===== config.mk =====
export PLATFORM = sky130hd
export DESIGN_NAME = prim_sync_reqack_arb
export DESIGN_NICKNAME = d
export VERILOG_FILES = /design/src/rtl/prim_sync_reqack_arb.sv
export SDC_FILE = /design/constraint.sdc
export NUM_CORES = 1
export LEC_CHECK = 0
export ABC_AREA = 1
export CAP_MARGIN = 20
export CORE_MARGIN = 5
export CORE_UTILIZATION = 30
export CTS_BUF_LIST = sky130_fd_sc_hd__clkbuf_16
export DETAILED_ROUTE_END_ITERATION = 6
export PLACE_DENSITY = 0.59
export SLEW_MARGIN = 20
export SYNTH_ARGS = -nofsm -noshare
export SYNTH_HDL_FRONTEND = slang
export SYNTH_SLANG_ARGS = --single-unit
export TNS_END_PERCENT = 100

===== constraint.sdc =====
create_clock -name clk_i -period 3.25 [get_ports clk_i]
set_input_delay 0.4875 -clock clk_i [delete_from_list [all_inputs] [get_ports clk_i]]
set_output_delay 0.4875 -clock clk_i [all_outputs]
set_load 0.005 [all_outputs]

===== src/rtl/prim_sync_reqack_arb.sv =====
// Round-robin arbiter in front of a 4-phase req/ack handshake into a remote
// clock domain. One requester is served per handshake; ack_i is brought in
// through a two-flop synchronizer. A sticky flag records handshakes that run
// longer than TimeoutCycles; such handshakes still run to completion.
module prim_sync_reqack_arb #(
   parameter int NumReq        = 4,
   parameter int Width         = 16,
   parameter int TimeoutCycles = 1024
) (
   input  logic                      clk_i,
   input  logic                      rst_i,
   input  logic [NumReq-1:0]         req_i,
   input  logic [NumReq*Width-1:0]   data_i,
   output logic [NumReq-1:0]         done_o,
   output logic                      req_o,
   output logic [Width-1:0]          data_o,
   input  logic                      ack_i,
   output logic [$clog2(NumReq)-1:0] gnt_idx_o,
   output logic                      busy_o,
   output logic                      timeout_o,
   input  logic                      clr_timeout_i
);

   localparam int IdxW = $clog2(NumReq);
   localparam int CntW = $clog2(TimeoutCycles + 1);
   localparam logic [CntW-1:0] CntMax  = CntW'(TimeoutCycles);
   localparam logic [CntW-1:0] CntLast = CntW'(TimeoutCycles - 1);
   localparam logic [IdxW-1:0] LastIdx = IdxW'(NumReq - 1);
   localparam logic [NumReq-1:0] OneHot0 = NumReq'(1);

   typedef enum logic [1:0] {
      StIdle,
      StReqHi,
      StReqLo,
      StDone
   } state_e;

   state_e          state;
   logic            ack_sync_p0;
   logic            ack_sync_p1;
   logic [IdxW-1:0] last_gnt;
   logic [CntW-1:0] hs_cnt;
   logic [IdxW-1:0] win_idx;
   logic            win_vld;
   logic            hs_active;
   int              cand;

   // Two-flop synchronizer; ack_sync_p1 is the only view of ack_i in the design
   always_ff @(posedge clk_i) begin
      if (rst_i) begin
         ack_sync_p0 <= 1'b0;
         ack_sync_p1 <= 1'b0;
      end else begin
         ack_sync_p0 <= ack_i;
         ack_sync_p1 <= ack_sync_p0;
      end
   end

   // Round-robin winner: first set request at or above last_gnt+1, wrapping.
   // Walking the offsets downward lets the smallest offset overwrite last.
   always_comb begin
      win_idx = last_gnt;
      win_vld = 1'b0;
      cand    = 0;
      for (int i = NumReq; i >= 1; i--) begin
         cand = int'(last_gnt) + i;
         if (cand >= NumReq) begin
            cand = cand - NumReq;
         end
         if (req_i[cand]) begin
            win_idx = IdxW'(cand);
            win_vld = 1'b1;
         end
      end
   end

   assign hs_active = (state == StReqHi) || (state == StReqLo);

   // Handshake FSM with registered outputs, duration counter and timeout flag
   always_ff @(posedge clk_i) begin
      if (rst_i) begin
         state     <= StIdle;
         req_o     <= 1'b0;
         data_o    <= '0;
         gnt_idx_o <= '0;
         done_o    <= '0;
         busy_o    <= 1'b0;
         timeout_o <= 1'b0;
         hs_cnt    <= '0;
         last_gnt  <= LastIdx;
      end else begin
         done_o <= '0;

         if (hs_active && (hs_cnt != CntMax)) begin
            hs_cnt <= hs_cnt + 1'b1;
         end

         // Set takes priority over a coincident clear
         if (hs_active && (hs_cnt == CntLast)) begin
            timeout_o <= 1'b1;
         end else if (clr_timeout_i) begin
            timeout_o <= 1'b0;
         end

         unique case (state)
            StIdle: begin
               if (win_vld) begin
                  state     <= StReqHi;
                  req_o     <= 1'b1;
                  busy_o    <= 1'b1;
                  data_o    <= data_i[win_idx*Width +: Width];
                  gnt_idx_o <= win_idx;
                  last_gnt  <= win_idx;
                  hs_cnt    <= '0;
               end
            end
            StReqHi: begin
               if (ack_sync_p1) begin
                  state <= StReqLo;
                  req_o <= 1'b0;
               end
            end
            StReqLo: begin
               if (!ack_sync_p1) begin
                  state  <= StDone;
                  done_o <= OneHot0 << gnt_idx_o;
               end
            end
            StDone: begin
               state  <= StIdle;
               busy_o <= 1'b0;
            end
            default: begin
               state  <= StIdle;
               req_o  <= 1'b0;
               busy_o <= 1'b0;
            end
         endcase
      end
   end

endmodule


# Yosys cells after proc, flatten, opt, wreduce, memory -nomap -nowiden
# Cells that the tools add are included.
# totals
output_inout_bits	25
ff_bits	42
in_bits	72
wordCells	88
# classes
reduce_logical	12
n_eq_ne	8
magnitude_cmp	8
n_addsub	9
n_shift	2
n_mux	37
n_bitwise	1
# op_table
operator	count
$lt 32x4->1 const B	4
$mux 32	4
$shiftx 64x7->16	1
$mux 11	3
$mux 1	16
$mux 2	7
$sub 3x3->4 const B	3
$add 11x1->11 const B	1
$eq 11x10->1 const B	1
$ne 11x11->1 const B	1
$ge 3x3->1 const B	3
$bmux 1 s2	4
$pmux 2 s4	1
$add 2x2->3 const B	2
$ne 2x2->1 const B	3
$reduce_and 3->1	2
$reduce_bool 2->1	3
$sub 4x3->5 const B	1
$add 2x3->4 const B	1
$eq 2x2->1 const B	2
$ge 4x3->1 const B	1
$pmux 1 s2	2
$reduce_and 2->1	2
$shl 1x2->4 const A	1
other kinds (7)	8

# Logic depth before layout (Yosys ltp)
# depth
ltp_word	12
mapped_depth	16
ltp_nobuf	14

# Least setup slack after synthesis
# No wires, ideal clock.
# synth_path
kind	input -> register
from	in req_i[1]
to	reg data_o[11]
t_required_ps	3141
stages	14
setup_time_ps	109
path_buffers	1
path_slack_ps	1576
t_arrival_ps	1565
path_cell_list	inv_1 o21ai_2 nand2_4 nand2_2 clkinv_2 nand2_1 nand2_2 nand2_2 buf_4 nand2_1 nand3_1 nand3_1 nand2_1 inv_1
# synth_via
elab_chain_cells	8
word_cells_on_any_way	22
classes_between	shift: 1; mux: 20; reduce/logical: 1
# synth_lines
item	line_no	source
start: declaration	12	input logic [NumReq-1:0] req_i,
$bmux 1 s2	70	if (req_i[cand]) begin
$mux 1 (not written as such) (2 in series)	70	
$mux 2 or $mux 1 (tied branches) (4 in series)	70	
$shiftx 64x7->16 or $reduce_and 2->1 (tied branches)	n/a	
end signal: assignment	111	data_o <= data_i[win_idx*Width +: Width];
end: declaration	16	output logic [Width-1:0] data_o,
# Several ways; a longest one is shown, not always the timed one. The select of a mux whose other input is x is not followed.
# A chain may end at the register's enable or synchronous reset.

# Worst setup path after layout
# layout_path
from	in req_i[1]
to	reg data_o[8]
# Same word-level chain as after synthesis.

==> impl_results.html <==
<table>
<tr><th>Metric</th><th>Value</th></tr>
<tr><th colspan="2">Run status</th></tr>
<tr><td>Status</td><td>complete, no violations</td></tr>
<tr><th colspan="2">Die</th></tr>
<tr><td>Top-level I/O count</td><td>between 90 and 100</td></tr>
<tr><td>Die Span Y</td><td>about 100 um</td></tr>
<tr><td>Core box area</td><td>8300 sq um</td></tr>
<tr><td>Die outline area</td><td>approximately 11,000 sq um</td></tr>
<tr><td>Starting utilization of the core area</td><td>between 30% and 40%</td></tr>
<tr><td>Floorplan die width</td><td>just over 100 um</td></tr>
<tr><td>Num rows</td><td>33</td></tr>
<tr><th colspan="2">CTS</th></tr>
<tr><td>Number of buffers between clock root and the deepest sink</td><td>2</td></tr>
<tr><td>Number of buffers inserted to repair setup after CTS</td><td>0</td></tr>
<tr><td>Worst-path clk slew</td><td>60 ps</td></tr>
<tr><td>Clock sinks</td><td>42</td></tr>
<tr><td>Post-CTS Hold Buffers</td><td>0</td></tr>
<tr><td>Number of buffers added by the clock tree synthesis step</td><td>5</td></tr>
<tr><td>Post-cts repair resize count</td><td>0</td></tr>
<tr><td>TritonCTS clock tree</td><td>built</td></tr>
<tr><td>Skew-Pair Late Insertion Delay</td><td>roughly 280 ps</td></tr>
<tr><td>H-tree depth</td><td>2</td></tr>
<tr><td>Buffer type at the clock tree root</td><td>sky130_fd_sc_hd__clkbuf_16</td></tr>
<tr><th colspan="2">Global route</th></tr>
<tr><td>Number of antenna violations at the first check in global routing</td><td>0</td></tr>
<tr><td>Vias in the first global route</td><td>2,616</td></tr>
<tr><td>GR Overflow Total</td><td>0</td></tr>
<tr><td>Largest net degree at the start of global routing</td><td>34</td></tr>
<tr><td>Global-route wire length before repair</td><td>approximately 13,000 um</td></tr>
<tr><td>Tot GR Track Use</td><td>between 10% and 20%</td></tr>
<tr><th colspan="2">Drt</th></tr>
<tr><td>Antenna-violating nets left</td><td>0</td></tr>
<tr><td>Total iterations of the first detailed-routing run</td><td>4</td></tr>
<tr><td>Average vias per placed instance</td><td>roughly 4.8</td></tr>
<tr><td>Number of design-rule violations left by the first detailed-router iteration</td><td>132</td></tr>
<tr><td>WL per Instance</td><td>roughly 14 um</td></tr>
<tr><td>Final routed DRC violation total</td><td>0</td></tr>
<tr><td>Total detailed-routing wirelength</td><td>around 8200 um</td></tr>
<tr><td>Total number of vias</td><td>around 2,800</td></tr>
<tr><th colspan="2">Logic synthesis</th></tr>
<tr><td>Seq/Total Area, Yosys</td><td>between 30% and 40%</td></tr>
<tr><td>Ys Warns</td><td>0</td></tr>
<tr><td>Synthesized flop and latch total</td><td>42</td></tr>
<tr><td>Post-Synthesis Net Count</td><td>461</td></tr>
<tr><td>Number of enable-type register cells in the synthesized netlist</td><td>0</td></tr>
<tr><td>Mapped Avg Cell Area</td><td>roughly 6.7 sq um</td></tr>
<tr><td>Most common flop cell mapped by yosys</td><td>sky130_fd_sc_hd__dfxtp_1</td></tr>
<tr><td>Cells after synthesis</td><td>around 380</td></tr>
<tr><td>Count of unique library cells instantiated by Yosys</td><td>32</td></tr>
<tr><td>Share of flip-flops with an asynchronous set or reset after synthesis</td><td>0%</td></tr>
<tr><td>Summed instance area of the synthesized netlist</td><td>2570 sq um</td></tr>
<tr><th colspan="2">STA</th></tr>
<tr><td>Total Neg Setup Slack</td><td>0 ps</td></tr>
<tr><td>Transition at the pin with the smallest max-transition slack</td><td>roughly 630 ps</td></tr>
<tr><td>Max-slew violations</td><td>0</td></tr>
<tr><td>Final-report hold violation count</td><td>0</td></tr>
<tr><td>Total setup violations reported at the end of the flow</td><td>0</td></tr>
<tr><td>Post-layout minimum cycle time</td><td>between 2000 and 2500 ps</td></tr>
<tr><td>Setup repair after global routing missed its margin</td><td>no</td></tr>
<tr><td>Relative slew margins</td><td>58.1%</td></tr>
<tr><td>Fin Clk Skew</td><td>7.31 ps</td></tr>
<tr><td>Max Fclk</td><td>about 440 MHz</td></tr>
<tr><td>Part of the cycle the worst path needs</td><td>around 70%</td></tr>
<tr><th colspan="2">Final layout</th></tr>
<tr><td>Sequential cell area in the final layout</td><td>approximately 840 sq um</td></tr>
<tr><td>FILL cells</td><td>835</td></tr>
<tr><td>Net count reported at finish</td><td>roughly 550</td></tr>
<tr><td>Antenna Cells</td><td>0</td></tr>
<tr><td>Area of the multi-input gates</td><td>about 1500 sq um</td></tr>
<tr><td>Share of cells above drive strength 1</td><td>8.28%</td></tr>
<tr><td>Final design utilization</td><td>~45%</td></tr>
<tr><td>Growth of design area from synthesis to finish</td><td>46.8%</td></tr>
<tr><th colspan="2">Placed design</th></tr>
<tr><td>Buffers on Ports</td><td>96</td></tr>
<tr><td>Detailed placement HPWL</td><td>around 6100 um</td></tr>
<tr><td>RD Place Congestion</td><td>0.864</td></tr>
<tr><th colspan="2">Worst setup path</th></tr>
<tr><td>Required time of the critical path</td><td>3470 ps</td></tr>
<tr><td>Data arrival time of the worst path</td><td>2490 ps</td></tr>
<tr><td>Kind of end point of the critical path</td><td>flop</td></tr>
<tr><td>Kind of launch point of the worst setup path</td><td>input pin</td></tr>
<tr><td>Crit Path Class</td><td>input pin to flop</td></tr>
<tr><td>FF-to-FF setup slack</td><td>around 1000 ps</td></tr>
<tr><td>Largest fanout on the critical path</td><td>33</td></tr>
<tr><th colspan="2">Power and ir drop</th></tr>
<tr><td>Total leakage power</td><td>around 1.6 nW</td></tr>
<tr><td>Design Power</td><td>roughly 3.1 mW</td></tr>
<tr><td>Peak supply drop</td><td>between 0.3 and 0.4 mV</td></tr>
<tr><td>Total power density per cell area</td><td>835 nW/um^2</td></tr>
<tr><th colspan="2">Job</th></tr>
<tr><td>Max_cap viols</td><td>0</td></tr>
<tr><th colspan="2">Worst hold path</th></tr>
<tr><td>Path class of the lowest-slack min-delay path</td><td>flop to flop</td></tr>
</table>
cells in the final DEF, fill, tap and decap left out, types with 4 or more instances in the layout:
cell / netlist / final
sky130_fd_sc_hd__nor3_1: 5 / 5
sky130_fd_sc_hd__nand2_2: 6 / 6
sky130_fd_sc_hd__nand2_1: 91 / 91
sky130_fd_sc_hd__nor2_1: 20 / 20
sky130_fd_sc_hd__xor2_1: 5 / 5
sky130_fd_sc_hd__a21oi_1: 14 / 14
sky130_fd_sc_hd__dfxtp_1: 42 / 42
sky130_fd_sc_hd__buf_4: 3 / 4
sky130_fd_sc_hd__clkbuf_16: 0 / 5
sky130_fd_sc_hd__nand4_1: 5 / 5
sky130_fd_sc_hd__clkdlybuf4s50_1: 0 / 96
sky130_fd_sc_hd__ha_1: 6 / 6
sky130_fd_sc_hd__inv_1: 38 / 38
sky130_fd_sc_hd__nand3_1: 96 / 96
sky130_fd_sc_hd__nand3_2: 11 / 11
logic make-up after synthesis:
family,Yosys count,synth area share [%]
AO/OA/AOI/OAI,24,5.60
XOR/XNOR,7,2.39
adder cells (fa/ha/maj),6,2.92
buffers and inverters,62,10.8
flip-flops,42,32.7
AND/OR/NAND/NOR,242,45.6
per-layer routing:
layer / vias up / global-route usage, % / wire length [um]
met3: 4 / 3.25 / 736
met2: 84 / 26.5 / 3740
met1: 1241 / 18.9 / 3640
met5: - / 0 / 0
met4: 0 / 2.42 / 48
li1: 1431 / - / -
state kept, by name (all words and copies together), names as in the netlist:
register / flops
data_o: 16
hs_cnt: 11
done_o: 4
gnt_idx_o: 2
last_gnt: 2
state: 2
ack_sync_p0: 1
ack_sync_p1: 1
busy_o: 1
req_o: 1
timeout_o: 1
where the power goes:
part / internal, mW / switching [mW]
Combinational: 0.676 / 1.10
Sequential: 0.634 / 0.0923
Clock: 0.441 / 0.201
through the flow:
| step | instance area [sq um] | worst slack (ps) | instances | hold WS [ps] |
|---|---|---|---|---|
| 2_1_floorplan | 2570 | 1580 | 383 | 388 |
| 3_3_place_gp | 3580 | 706 | 568 | 393 |
| 3_5_place_dp | 3580 | 678 | 568 | 395 |
| 4_1_cts | 3770 | 967 | 576 | 403 |
| 5_1_grt | 3770 | 736 | 576 | 422 |
| 6_report | 3770 | 985 | 576 | 402 |
Yosys cell counts (3+ instances only):
cell type                  instances  share of area, %
sky130_fd_sc_hd__a21oi_1          14               2.7
sky130_fd_sc_hd__buf_2             9               1.8
sky130_fd_sc_hd__buf_4             3              0.88
sky130_fd_sc_hd__clkbuf_1          6              0.88
sky130_fd_sc_hd__dfxtp_1          42                33
sky130_fd_sc_hd__ha_1              6               2.9
sky130_fd_sc_hd__inv_1            38               5.6
sky130_fd_sc_hd__nand2_1          91                13
sky130_fd_sc_hd__nand2_2           6               1.5
sky130_fd_sc_hd__nand3_1          96                19
sky130_fd_sc_hd__nand3_2          11               4.3
sky130_fd_sc_hd__nand4_1           5               1.2
sky130_fd_sc_hd__nor2_1           20               2.9
sky130_fd_sc_hd__nor3_1            5              0.97
sky130_fd_sc_hd__o21ai_0           3              0.58
sky130_fd_sc_hd__o22ai_1           3              0.73
sky130_fd_sc_hd__xor2_1            5               1.7
worst paths after layout:
check / cells after the start / endpoint / from
max reg2reg: 12 / data_o[8] / last_gnt[0]
min reg2reg: 2 / ack_sync_p1 / ack_sync_p0
max: 13 / data_o[8] / req_i[1]
min: 2 / ack_sync_p1 / ack_sync_p0
critical path, cell delays in order:
cell and delay, ps:
sky130_fd_sc_hd__clkdlybuf4s50_1 450, sky130_fd_sc_hd__inv_1 50, sky130_fd_sc_hd__o21ai_2 190, sky130_fd_sc_hd__nand2_1 70, sky130_fd_sc_hd__nand2_1 90, sky130_fd_sc_hd__nand2_1 90, sky130_fd_sc_hd__nand2_1 80, sky130_fd_sc_hd__nand2_2 60
sky130_fd_sc_hd__nand2_2 470, sky130_fd_sc_hd__nand2_1 140, sky130_fd_sc_hd__nand3_2 90, sky130_fd_sc_hd__nand3_1 120, sky130_fd_sc_hd__nand2_1 90
layout make-up:
| cell class | instances | area share, % |
|---|---|---|
| multi-input combinational | 279 | 38.5 |
| timing repair buffer | 100 | 26.3 |
| sequential | 42 | 22.3 |
| inverter | 42 | 4.34 |
| tap | 105 | 3.48 |
| clock buffer | 5 | 3.32 |
| clock inverter | 3 | 1.82 |
(Power assumes the default switching activity.)
